## config.mk

```make
export PLATFORM = sky130hd
export DESIGN_NAME = pong_match_ctrl_flat
export DESIGN_NICKNAME = d
export VERILOG_FILES = /design/src/rtl/pong_match_ctrl_if.sv /design/src/rtl/pong_match_ctrl.sv /design/src/flat_wrapper.sv
export SDC_FILE = /design/constraint.sdc
export NUM_CORES = 1
export LEC_CHECK = 0
export BUFFER_PORTS_ARGS = -buffer_cell sky130_fd_sc_hd__buf_2
export CAP_MARGIN = 15
export CORE_ASPECT_RATIO = 1.4
export CORE_MARGIN = 5
export CORE_UTILIZATION = 45
export CTS_BUF_LIST = sky130_fd_sc_hd__clkbuf_4 sky130_fd_sc_hd__clkbuf_8
export DETAILED_ROUTE_END_ITERATION = 10
export PLACE_DENSITY_LB_ADDON = 0.25
export SETUP_SLACK_MARGIN = 0.2
export SYNTH_ARGS = -nofsm -noshare
export SYNTH_HDL_FRONTEND = slang
export SYNTH_SLANG_ARGS = --single-unit
```

## constraint.sdc

```tcl
create_clock -name i_Clk -period 2.65 [get_ports i_Clk]
set_input_delay 0.1325 -clock i_Clk [delete_from_list [all_inputs] [get_ports i_Clk]]
set_output_delay 0.1325 -clock i_Clk [all_outputs]
set_load 0.01 [all_outputs]
```

## src/rtl/pong_match_ctrl_if.sv

```systemverilog
// Bus between the Pong match controller and the game/ball/display logic.
// master drives positions and buttons; slave is the match controller.
interface pong_match_ctrl_if #(
   parameter int COORD_W = 6,
   parameter int SCORE_W = 4
);
   logic               i_Frame_Tick;
   logic               i_Game_Start;
   logic [COORD_W-1:0] i_Ball_X;
   logic [COORD_W-1:0] i_Ball_Y;
   logic [COORD_W-1:0] i_Paddle_Y_P1;
   logic [COORD_W-1:0] i_Paddle_Y_P2;
   logic               o_Game_Active;
   logic               o_Serve_Dir;
   logic [SCORE_W-1:0] o_P1_Score;
   logic [SCORE_W-1:0] o_P2_Score;
   logic               o_Point_P1;
   logic               o_Point_P2;
   logic               o_Match_Over;
   logic               o_Winner;
   logic [2:0]         o_State;

   modport master (
      output i_Frame_Tick, i_Game_Start, i_Ball_X, i_Ball_Y, i_Paddle_Y_P1, i_Paddle_Y_P2,
      input  o_Game_Active, o_Serve_Dir, o_P1_Score, o_P2_Score, o_Point_P1, o_Point_P2,
             o_Match_Over, o_Winner, o_State
   );

   modport slave (
      input  i_Frame_Tick, i_Game_Start, i_Ball_X, i_Ball_Y, i_Paddle_Y_P1, i_Paddle_Y_P2,
      output o_Game_Active, o_Serve_Dir, o_P1_Score, o_P2_Score, o_Point_P1, o_Point_P2,
             o_Match_Over, o_Winner, o_State
   );
endinterface

```

## src/rtl/pong_match_ctrl.sv

```systemverilog
// Pong match controller: serve countdown, scoring, match-win and serve direction.
// Optional win-by-two with deuce enabled by defining PONG_MATCH_WIN_BY_TWO_EN.
module pong_match_ctrl #(
   parameter int GAME_WIDTH    = 40,
   parameter int PADDLE_HEIGHT = 6,
   parameter int PADDLE_COL_P1 = 0,
   parameter int PADDLE_COL_P2 = GAME_WIDTH - 1,
   parameter int COORD_W       = 6,
   parameter int SCORE_LIMIT   = 9,
   parameter int SCORE_W       = 4,
   parameter int SERVE_FRAMES  = 60,
   parameter int CNT_W         = 7
) (
   input logic              i_Clk,
   input logic              i_Rst_L,
   pong_match_ctrl_if.slave bus
);

   typedef enum logic [2:0] {
      IDLE       = 3'd0,
      SERVE      = 3'd1,
      RUNNING    = 3'd2,
      POINT      = 3'd3,
      MATCH_OVER = 3'd4
   } state_t;

   localparam logic [COORD_W-1:0] COL_P1     = COORD_W'(PADDLE_COL_P1);
   localparam logic [COORD_W-1:0] COL_P2     = COORD_W'(PADDLE_COL_P2);
   localparam logic [COORD_W:0]   PAD_H      = (COORD_W+1)'(PADDLE_HEIGHT);
   localparam logic [CNT_W-1:0]   SERVE_LOAD = CNT_W'(SERVE_FRAMES);
   localparam logic [CNT_W-1:0]   CNT_ONE    = CNT_W'(1);
   localparam logic [SCORE_W-1:0] LIMIT      = SCORE_W'(SCORE_LIMIT);
   localparam logic [SCORE_W-1:0] SCORE_ONE  = SCORE_W'(1);

   state_t             state;
   logic               start_q;
   logic               start_edge;
   logic [CNT_W-1:0]   cnt;
   logic               p1_scored;
   logic [COORD_W:0]   p1_bot;
   logic [COORD_W:0]   p2_bot;
   logic               miss_p1;
   logic               miss_p2;
   logic [SCORE_W-1:0] scorer;
   logic [SCORE_W-1:0] other;
   logic               win;

   // Paddle bottom is computed one bit wider so a paddle near the last row never wraps.
   assign p1_bot  = {1'b0, bus.i_Paddle_Y_P1} + PAD_H;
   assign p2_bot  = {1'b0, bus.i_Paddle_Y_P2} + PAD_H;
   assign miss_p1 = (bus.i_Ball_X == COL_P1) &&
                    ((bus.i_Ball_Y < bus.i_Paddle_Y_P1) || ({1'b0, bus.i_Ball_Y} > p1_bot));
   assign miss_p2 = (bus.i_Ball_X == COL_P2) &&
                    ((bus.i_Ball_Y < bus.i_Paddle_Y_P2) || ({1'b0, bus.i_Ball_Y} > p2_bot));

   assign scorer = p1_scored ? bus.o_P1_Score : bus.o_P2_Score;
   assign other  = p1_scored ? bus.o_P2_Score : bus.o_P1_Score;

`ifdef PONG_MATCH_WIN_BY_TWO_EN
   localparam logic [SCORE_W-1:0] LIMIT_M1 = SCORE_W'(SCORE_LIMIT - 1);
   localparam logic [SCORE_W:0]   LEAD_MIN = (SCORE_W+1)'(2);
   logic deuce;
   assign win   = (scorer >= LIMIT) && ({1'b0, scorer} >= ({1'b0, other} + LEAD_MIN));
   assign deuce = (bus.o_P1_Score == LIMIT) && (bus.o_P2_Score == LIMIT);
`else
   assign win   = (scorer == LIMIT);
`endif

   always_ff @(posedge i_Clk or negedge i_Rst_L) begin
      if (!i_Rst_L) begin
         state             <= IDLE;
         start_q           <= 1'b1;
         start_edge        <= 1'b0;
         cnt               <= '0;
         p1_scored         <= 1'b0;
         bus.o_Game_Active <= 1'b0;
         bus.o_Serve_Dir   <= 1'b1;
         bus.o_P1_Score    <= '0;
         bus.o_P2_Score    <= '0;
         bus.o_Point_P1    <= 1'b0;
         bus.o_Point_P2    <= 1'b0;
         bus.o_Match_Over  <= 1'b0;
         bus.o_Winner      <= 1'b0;
         bus.o_State       <= '0;
      end else begin
         // start_q resets high so a button held through reset is not seen as an edge
         start_q           <= bus.i_Game_Start;
         start_edge        <= bus.i_Game_Start & ~start_q;
         bus.o_Point_P1    <= 1'b0;
         bus.o_Point_P2    <= 1'b0;
         bus.o_State       <= state;
         bus.o_Game_Active <= (state == RUNNING);
         bus.o_Match_Over  <= (state == MATCH_OVER);

         case (state)
            IDLE: begin
               if (start_edge) begin
                  state <= SERVE;
                  cnt   <= SERVE_LOAD;
               end
            end
            SERVE: begin
               if (cnt == '0) state <= RUNNING;
               else if (bus.i_Frame_Tick) cnt <= cnt - CNT_ONE;
            end
            RUNNING: begin
               if (miss_p1) begin
                  state          <= POINT;
                  p1_scored      <= 1'b0;
                  bus.o_P2_Score <= bus.o_P2_Score + SCORE_ONE;
                  bus.o_Point_P2 <= 1'b1;
               end else if (miss_p2) begin
                  state          <= POINT;
                  p1_scored      <= 1'b1;
                  bus.o_P1_Score <= bus.o_P1_Score + SCORE_ONE;
                  bus.o_Point_P1 <= 1'b1;
               end
            end
            POINT: begin
               if (win) begin
                  state        <= MATCH_OVER;
                  bus.o_Winner <= ~p1_scored;
               end else begin
`ifdef PONG_MATCH_WIN_BY_TWO_EN
                  if (deuce) begin
                     bus.o_P1_Score <= LIMIT_M1;
                     bus.o_P2_Score <= LIMIT_M1;
                  end
`endif
                  state           <= SERVE;
                  cnt             <= SERVE_LOAD;
                  bus.o_Serve_Dir <= p1_scored;
               end
            end
            MATCH_OVER: begin
               if (start_edge) begin
                  state           <= SERVE;
                  cnt             <= SERVE_LOAD;
                  bus.o_P1_Score  <= '0;
                  bus.o_P2_Score  <= '0;
                  bus.o_Winner    <= 1'b0;
                  bus.o_Serve_Dir <= 1'b1;
               end
            end
            default: state <= IDLE;
         endcase
      end
   end

endmodule

```

## src/flat_wrapper.sv

```systemverilog
// flat-port wrapper written by rule: the top's interface ports become plain ports
module pong_match_ctrl_flat 
#(
   parameter int GAME_WIDTH    = 40,
   parameter int PADDLE_HEIGHT = 6,
   parameter int PADDLE_COL_P1 = 0,
   parameter int PADDLE_COL_P2 = GAME_WIDTH - 1,
   parameter int COORD_W       = 6,
   parameter int SCORE_LIMIT   = 9,
   parameter int SCORE_W       = 4,
   parameter int SERVE_FRAMES  = 60,
   parameter int CNT_W         = 7
)
  (i_Clk, i_Rst_L, bus_i_Frame_Tick, bus_i_Game_Start, bus_i_Ball_X, bus_i_Ball_Y, bus_i_Paddle_Y_P1, bus_i_Paddle_Y_P2, bus_o_Game_Active, bus_o_Serve_Dir, bus_o_P1_Score, bus_o_P2_Score, bus_o_Point_P1, bus_o_Point_P2, bus_o_Match_Over, bus_o_Winner, bus_o_State);
  pong_match_ctrl_if #(.COORD_W(COORD_W), .SCORE_W(SCORE_W)) bus_i ();
  input logic i_Clk;
  input logic i_Rst_L;
  input wire logic [$bits(bus_i.i_Frame_Tick)-1:0] bus_i_Frame_Tick;
  input wire logic [$bits(bus_i.i_Game_Start)-1:0] bus_i_Game_Start;
  input wire logic [$bits(bus_i.i_Ball_X)-1:0] bus_i_Ball_X;
  input wire logic [$bits(bus_i.i_Ball_Y)-1:0] bus_i_Ball_Y;
  input wire logic [$bits(bus_i.i_Paddle_Y_P1)-1:0] bus_i_Paddle_Y_P1;
  input wire logic [$bits(bus_i.i_Paddle_Y_P2)-1:0] bus_i_Paddle_Y_P2;
  output wire logic [$bits(bus_i.o_Game_Active)-1:0] bus_o_Game_Active;
  output wire logic [$bits(bus_i.o_Serve_Dir)-1:0] bus_o_Serve_Dir;
  output wire logic [$bits(bus_i.o_P1_Score)-1:0] bus_o_P1_Score;
  output wire logic [$bits(bus_i.o_P2_Score)-1:0] bus_o_P2_Score;
  output wire logic [$bits(bus_i.o_Point_P1)-1:0] bus_o_Point_P1;
  output wire logic [$bits(bus_i.o_Point_P2)-1:0] bus_o_Point_P2;
  output wire logic [$bits(bus_i.o_Match_Over)-1:0] bus_o_Match_Over;
  output wire logic [$bits(bus_i.o_Winner)-1:0] bus_o_Winner;
  output wire logic [$bits(bus_i.o_State)-1:0] bus_o_State;
  assign bus_i.i_Frame_Tick = bus_i_Frame_Tick;
  assign bus_i.i_Game_Start = bus_i_Game_Start;
  assign bus_i.i_Ball_X = bus_i_Ball_X;
  assign bus_i.i_Ball_Y = bus_i_Ball_Y;
  assign bus_i.i_Paddle_Y_P1 = bus_i_Paddle_Y_P1;
  assign bus_i.i_Paddle_Y_P2 = bus_i_Paddle_Y_P2;
  assign bus_o_Game_Active = bus_i.o_Game_Active;
  assign bus_o_Serve_Dir = bus_i.o_Serve_Dir;
  assign bus_o_P1_Score = bus_i.o_P1_Score;
  assign bus_o_P2_Score = bus_i.o_P2_Score;
  assign bus_o_Point_P1 = bus_i.o_Point_P1;
  assign bus_o_Point_P2 = bus_i.o_Point_P2;
  assign bus_o_Match_Over = bus_i.o_Match_Over;
  assign bus_o_Winner = bus_i.o_Winner;
  assign bus_o_State = bus_i.o_State;
  pong_match_ctrl #(.GAME_WIDTH(GAME_WIDTH), .PADDLE_HEIGHT(PADDLE_HEIGHT), .PADDLE_COL_P1(PADDLE_COL_P1), .PADDLE_COL_P2(PADDLE_COL_P2), .COORD_W(COORD_W), .SCORE_LIMIT(SCORE_LIMIT), .SCORE_W(SCORE_W), .SERVE_FRAMES(SERVE_FRAMES), .CNT_W(CNT_W)) u_core (.i_Clk(i_Clk), .i_Rst_L(i_Rst_L), .bus(bus_i));
endmodule
```

# Word-level counts from Yosys, hierarchy flattened
# Index checks and enable logic that the tools add are counted.
# classes
n_bitwise,3
n_div,0
addsub,5
n_lt_le_gt_ge,4
n_reduce_logical,19
n_eq_ne,17
shifts,0
multipliers,0
n_mux,31
# op_table
cell,n
$mux 7,4
$pmux 7 s3,1
$mux 4,5
$pmux 4 s2,2
$mux 3,5
$add 6x3->7 const B,2
$gt 6x7->1,2
$lt 6x6->1,2
$ne 2x1->1 const B,6
$pmux 3 s4,1
$reduce_and 3->1,4
$mux 1,11
$add 4x1->4 const B,2
$ne 2x2->1 const B,4
$logic_not 7->1,1
$sub 7x1->7 const B,1
$eq 3x2->1 const B,2
$eq 6x6->1 const B,1
$logic_not 6->1,1
$reduce_bool 2->1,3
$reduce_and 5->1,1
$eq 4x4->1 const B,1
$pmux 1 s2,2
$reduce_and 4->1,1
other kinds (11),14
# totals
elab_cells,93
latchBits,0
ram_bits,0
output_inout_bits,17
memories,0
ff_bits,30
inputBits,28
mem_bits_ro,0

# Longest topological paths before layout
# logic_depth
word_depth,7
mapped_depth,12
mapped_depth_nobuf,11

# Least setup slack after synthesis
# No wires, ideal clock.
# synth_path
path_type,in2reg
startpoint,input port bus_i_Paddle_Y_P1[1]
endpoint,register u_core.bus.o_P2_Score[2]
path_stages,12
setup_time_ns,0.131
t_required_ns,2.519
n_path_buf,1
path_slack_ns,0.241
arrival_time_ns,2.277
cell_sequence,inv_1 -> ha_1 -> nor2_1 -> xnor2_1 -> ha_1 -> nand3_1 -> or3_1 -> and2_1 -> a32o_2 -> buf_6 -> and4b_1 -> or3_1
# synth_between
elab_chain_len,6
elab_cells_between_ends,7
cone_classes,add/sub: 1; order compare: 2; eq/ne: 1; reduce/logical: 3
# synth_lines
item,line_no,text
start: declaration,flat_wrapper.sv:22,input wire logic [$bits(bus_i.i_Paddle_Y_P1)-1:0] bus_i_Paddle_Y_P1;
$add 6x3->7,pong_match_ctrl.sv:49,"assign p1_bot = {1'b0, bus.i_Paddle_Y_P1} + PAD_H;"
$gt 6x7->1,pong_match_ctrl.sv:52,"((bus.i_Ball_Y < bus.i_Paddle_Y_P1) || ({1'b0, bus.i_Ball_Y} > p1_bot));"
$logic_or 1x1->1 (*),pong_match_ctrl.sv:52,
$logic_and 1x1->1 (*),pong_match_ctrl.sv:51,assign miss_p1 = (bus.i_Ball_X == COL_P1) &&
$ne 2x1->1 (no source line) (*),-,
$reduce_and 3->1 (no source line) (*),-,
end signal: assignment,pong_match_ctrl.sv:110,bus.o_P2_Score <= bus.o_P2_Score + SCORE_ONE;
end: declaration,pong_match_ctrl_if.sv:31,"output o_Game_Active, o_Serve_Dir, o_P1_Score, o_P2_Score, o_Point_P1, o_Point_P2,"
# Every way passes the cells marked *; elsewhere a longest branch is shown, timed or not.
# A chain may end at the register's enable or synchronous reset.

# Worst setup path after layout
# Same ends and word-level chain as after synthesis.

==> impl_metrics.env <==
export IMPL_crit_end="u_core.bus.o_P2_Score[2]"
export IMPL_start_util_pct=46.3
export IMPL_layout_commonest_cell="buf_2"
export IMPL_fill_cells=456
export IMPL_setup_viol=0
export IMPL_hold_depth=6
export IMPL_ioPinCount=45
export IMPL_path_class="input port to register"
export IMPL_synthArstFlopShare_pct=100
export IMPL_drc=0
export IMPL_multi_input_area_um2=1240
export IMPL_cp_start_kind="input port"
export IMPL_clockBufferDepth=2
export IMPL_mostFrequentLayoutCells="buf_2, ha_1, dfrtp_1"
export IMPL_synth_edf_count=0
export IMPL_syn_avg_cell_area_um2=8.98
export IMPL_synthMuxAreaShare_pct=0.953
export IMPL_ys_warn_count=0
export IMPL_whs_ns=0.407
export IMPL_synthSimpleGateAreaFrac_pct=19.2
export IMPL_cts_tree="built"
export IMPL_skew_ns=0.00639
export IMPL_ant_nets=0
export IMPL_rows=29
export IMPL_slowest_delay_ns=0.37
export IMPL_synthFlopType="dfrtp_1"
export IMPL_synth_top_family_by_area="compound AO/OA/AOI/OAI gates"
export IMPL_status="complete, no violations"
export IMPL_antenna_cells=0
export IMPL_min_period_ns=2.25
export IMPL_die_h_um=90.8
export IMPL_numCtsBuffers=5
export IMPL_synth_xor_area_share_pct=2.50
export IMPL_grt_pass1_wl_um=7890
export IMPL_antenna_found_initial=0
export IMPL_yosysSeqAreaShare_pct=35.9
export IMPL_syn2layout_area_growth_pct=18.6
export IMPL_clock_fmax_mhz=443
export IMPL_slew_headroom_pct=53.6
export IMPL_drtPass1Iterations=4
export IMPL_cts_htree_levels=2
export IMPL_vias=1868
export IMPL_critPathRequiredTime_ns=2.80
export IMPL_cp_startpoint="bus_i_Paddle_Y_P1[1]"
export IMPL_timing_final_crit_share_pct=85.1
export IMPL_die_area_um2=6150
export IMPL_final_hold_violation_count=0
export IMPL_rr_endpoint="u_core.cnt[6]"
export IMPL_grt_pass1_vias=1861
export IMPL_worstRegToRegCells=6
export IMPL_synthAdderAreaFrac_pct=16.7
export IMPL_drive_above_1_share_pct=21.8
export IMPL_cts_sink_count=30
export IMPL_post_drt_wl_per_cell_um=13.5
export IMPL_dp_hpwl_um=3790
export IMPL_ir_worst_vdd_v=0.000199
export IMPL_p_per_area_nw_per_um2=534
export IMPL_routabilityCongestion=0.799
export IMPL_endpoint_kind="register"
export IMPL_syn_inst=234
export IMPL_grt_max_degree=31
export IMPL_cts_clk_slew_worst_paths_ns=0.06
export IMPL_fin_nets=340
export IMPL_clk_latency_ns=0.28
export IMPL_cap_viol_max_count=0
export IMPL_grt_use_total_pct=16.5
export IMPL_synthesis_nets=290
export IMPL_worst_pin_slew_ns=0.691
export IMPL_overflow=0
export IMPL_root_buffer="clkbuf_8"
export IMPL_vias_per_cell=5.38
export IMPL_path_cells="buf_2, inv_1, ha_1, nor2_1, xnor2_1, ha_1, nand3_1, or3_1, and2_1, a32o_2, and4b_1, or3_1"
export IMPL_rsz0062_at_grt="no"
export IMPL_drt_iter0_markers=58
export IMPL_p_leak_nw=1.26
export IMPL_postCtsSetupBuffers=0
export IMPL_r2r_start="u_core.state[0]"
export IMPL_synth_seq_cells=30
export IMPL_core_area_um2=4540
export IMPL_die_x_um=67.7
export IMPL_synth_compound_area_share_pct=19.7
export IMPL_syn_area_um2=2100
export IMPL_worst_path_max_delay_cell="or3_1"
export IMPL_slew_viol_final=0
export IMPL_rrSetupSlack_ns=0.66
export IMPL_synth_cell_types=50
export IMPL_place_port_buffers=44
export IMPL_p_total_mw=1.33
export IMPL_finalSetupTns_ns=0
export IMPL_cp_max_fo=3
export IMPL_regArea_um2=753
export IMPL_hp_class="input port to register"
export IMPL_wirelength_um=4680
export IMPL_crit_arrival_ns=2.41
-- where the power goes --
part	internal, mW	switching [mW]	total, mW
Clock	0.219	0.165	0.384
Combinational	0.160	0.214	0.375
Sequential	0.514	0.0570	0.571
Total	0.894	0.436	1.33
-- Yosys cell counts, drive strengths merged (5+ instances only) --
cell type	n	area, um^2
a31oi	5	31.3
nor3	10	50.1
nor2	16	60.1
nand2	19	71.3
dfrtp	28	701
ha	28	350
o21ai	18	90.1
a21oi	19	95.1
nand3	6	30.0
inv	20	75.1
or3	6	37.5
-- worst max-delay path, delay by kind of cell --
family / cells / cell delay (ns)
AO/OA/AOI/OAI: 1 / 0.26
XOR/XNOR: 1 / 0.08
adder cells (fa/ha/maj): 2 / 0.52
buffers and inverters: 2 / 0.17
AND/OR/NAND/NOR: 6 / 1.25
-- routing by layer --
layer / vias up / GRT usage [%] / routed length, um
li1: 945 / - / -
met1: 873 / 16.9 / 1770
met2: 38 / 30.6 / 2630
met3: 12 / 2.74 / 153
met4: 0 / 8.12 / 125
met5: - / 0 / 0
-- timing repair --
| action | CTS | global route |
|---|---|---|
| hold endpoints to repair | 29 | 0 |
| gates resized for setup | 0 | 1 |
| setup endpoints to repair | 0 | 2 |
| hold buffers | 2 | 0 |
-- worst min-delay path by stage --
stage | from | endpoint | slack (ns)
finish | bus_i_Ball_X[4] | u_core.state[0] | 0.41
global route | bus_i_Ball_X[4] | u_core.state[0] | 0.43
CTS | bus_i_Ball_X[3] | u_core.state[0] | 0.38
detailed placement | i_Rst_L | u_core.cnt[3] | 0.20
global placement | i_Rst_L | u_core.cnt[3] | 0.19
floorplan | i_Rst_L | u_core.bus.o_Game_Active | -0.16
-- flip-flops by register name, indices dropped and copies added (netlist names), 3 cells and up --
name                   cells
u_core.bus.o_P1_Score      4
u_core.bus.o_P2_Score      4
u_core.bus.o_State         3
u_core.cnt                 7
u_core.state               3
-- layout make-up --
cell class | instances | share of cell area [%]
sequential | 30 | 30.2
clock inverter | 1 | 0.201
clock buffer | 7 | 3.61
tap | 62 | 3.11
inverter | 20 | 3.01
timing repair buffer | 47 | 9.94
multi-input combinational | 180 | 49.9
-- logic make-up (layout without fill, tap and decap cells) --
group                    Yosys count  after routing
AO/OA/AOI/OAI                     66             66
XOR/XNOR                           6              6
adder cells (fa/ha/maj)           28             28
buffers and inverters             24             75
flip-flops                        30             30
multiplexers                       2              2
AND/OR/NAND/NOR                   78             78
-- metrics by stage --
step	instances	utilization (%)	setup WS, ns	cell area [um^2]
6_report	347	55.0	0.395	2490
5_1_grt	347	55.0	0.256	2490
4_1_cts	347	54.9	0.373	2490
3_5_place_dp	337	52.3	0.0793	2370
2_1_floorplan	234	-	0.241	2100
3_3_place_gp	337	52.3	0.119	2370
Power figures use the tool's default switching activity.
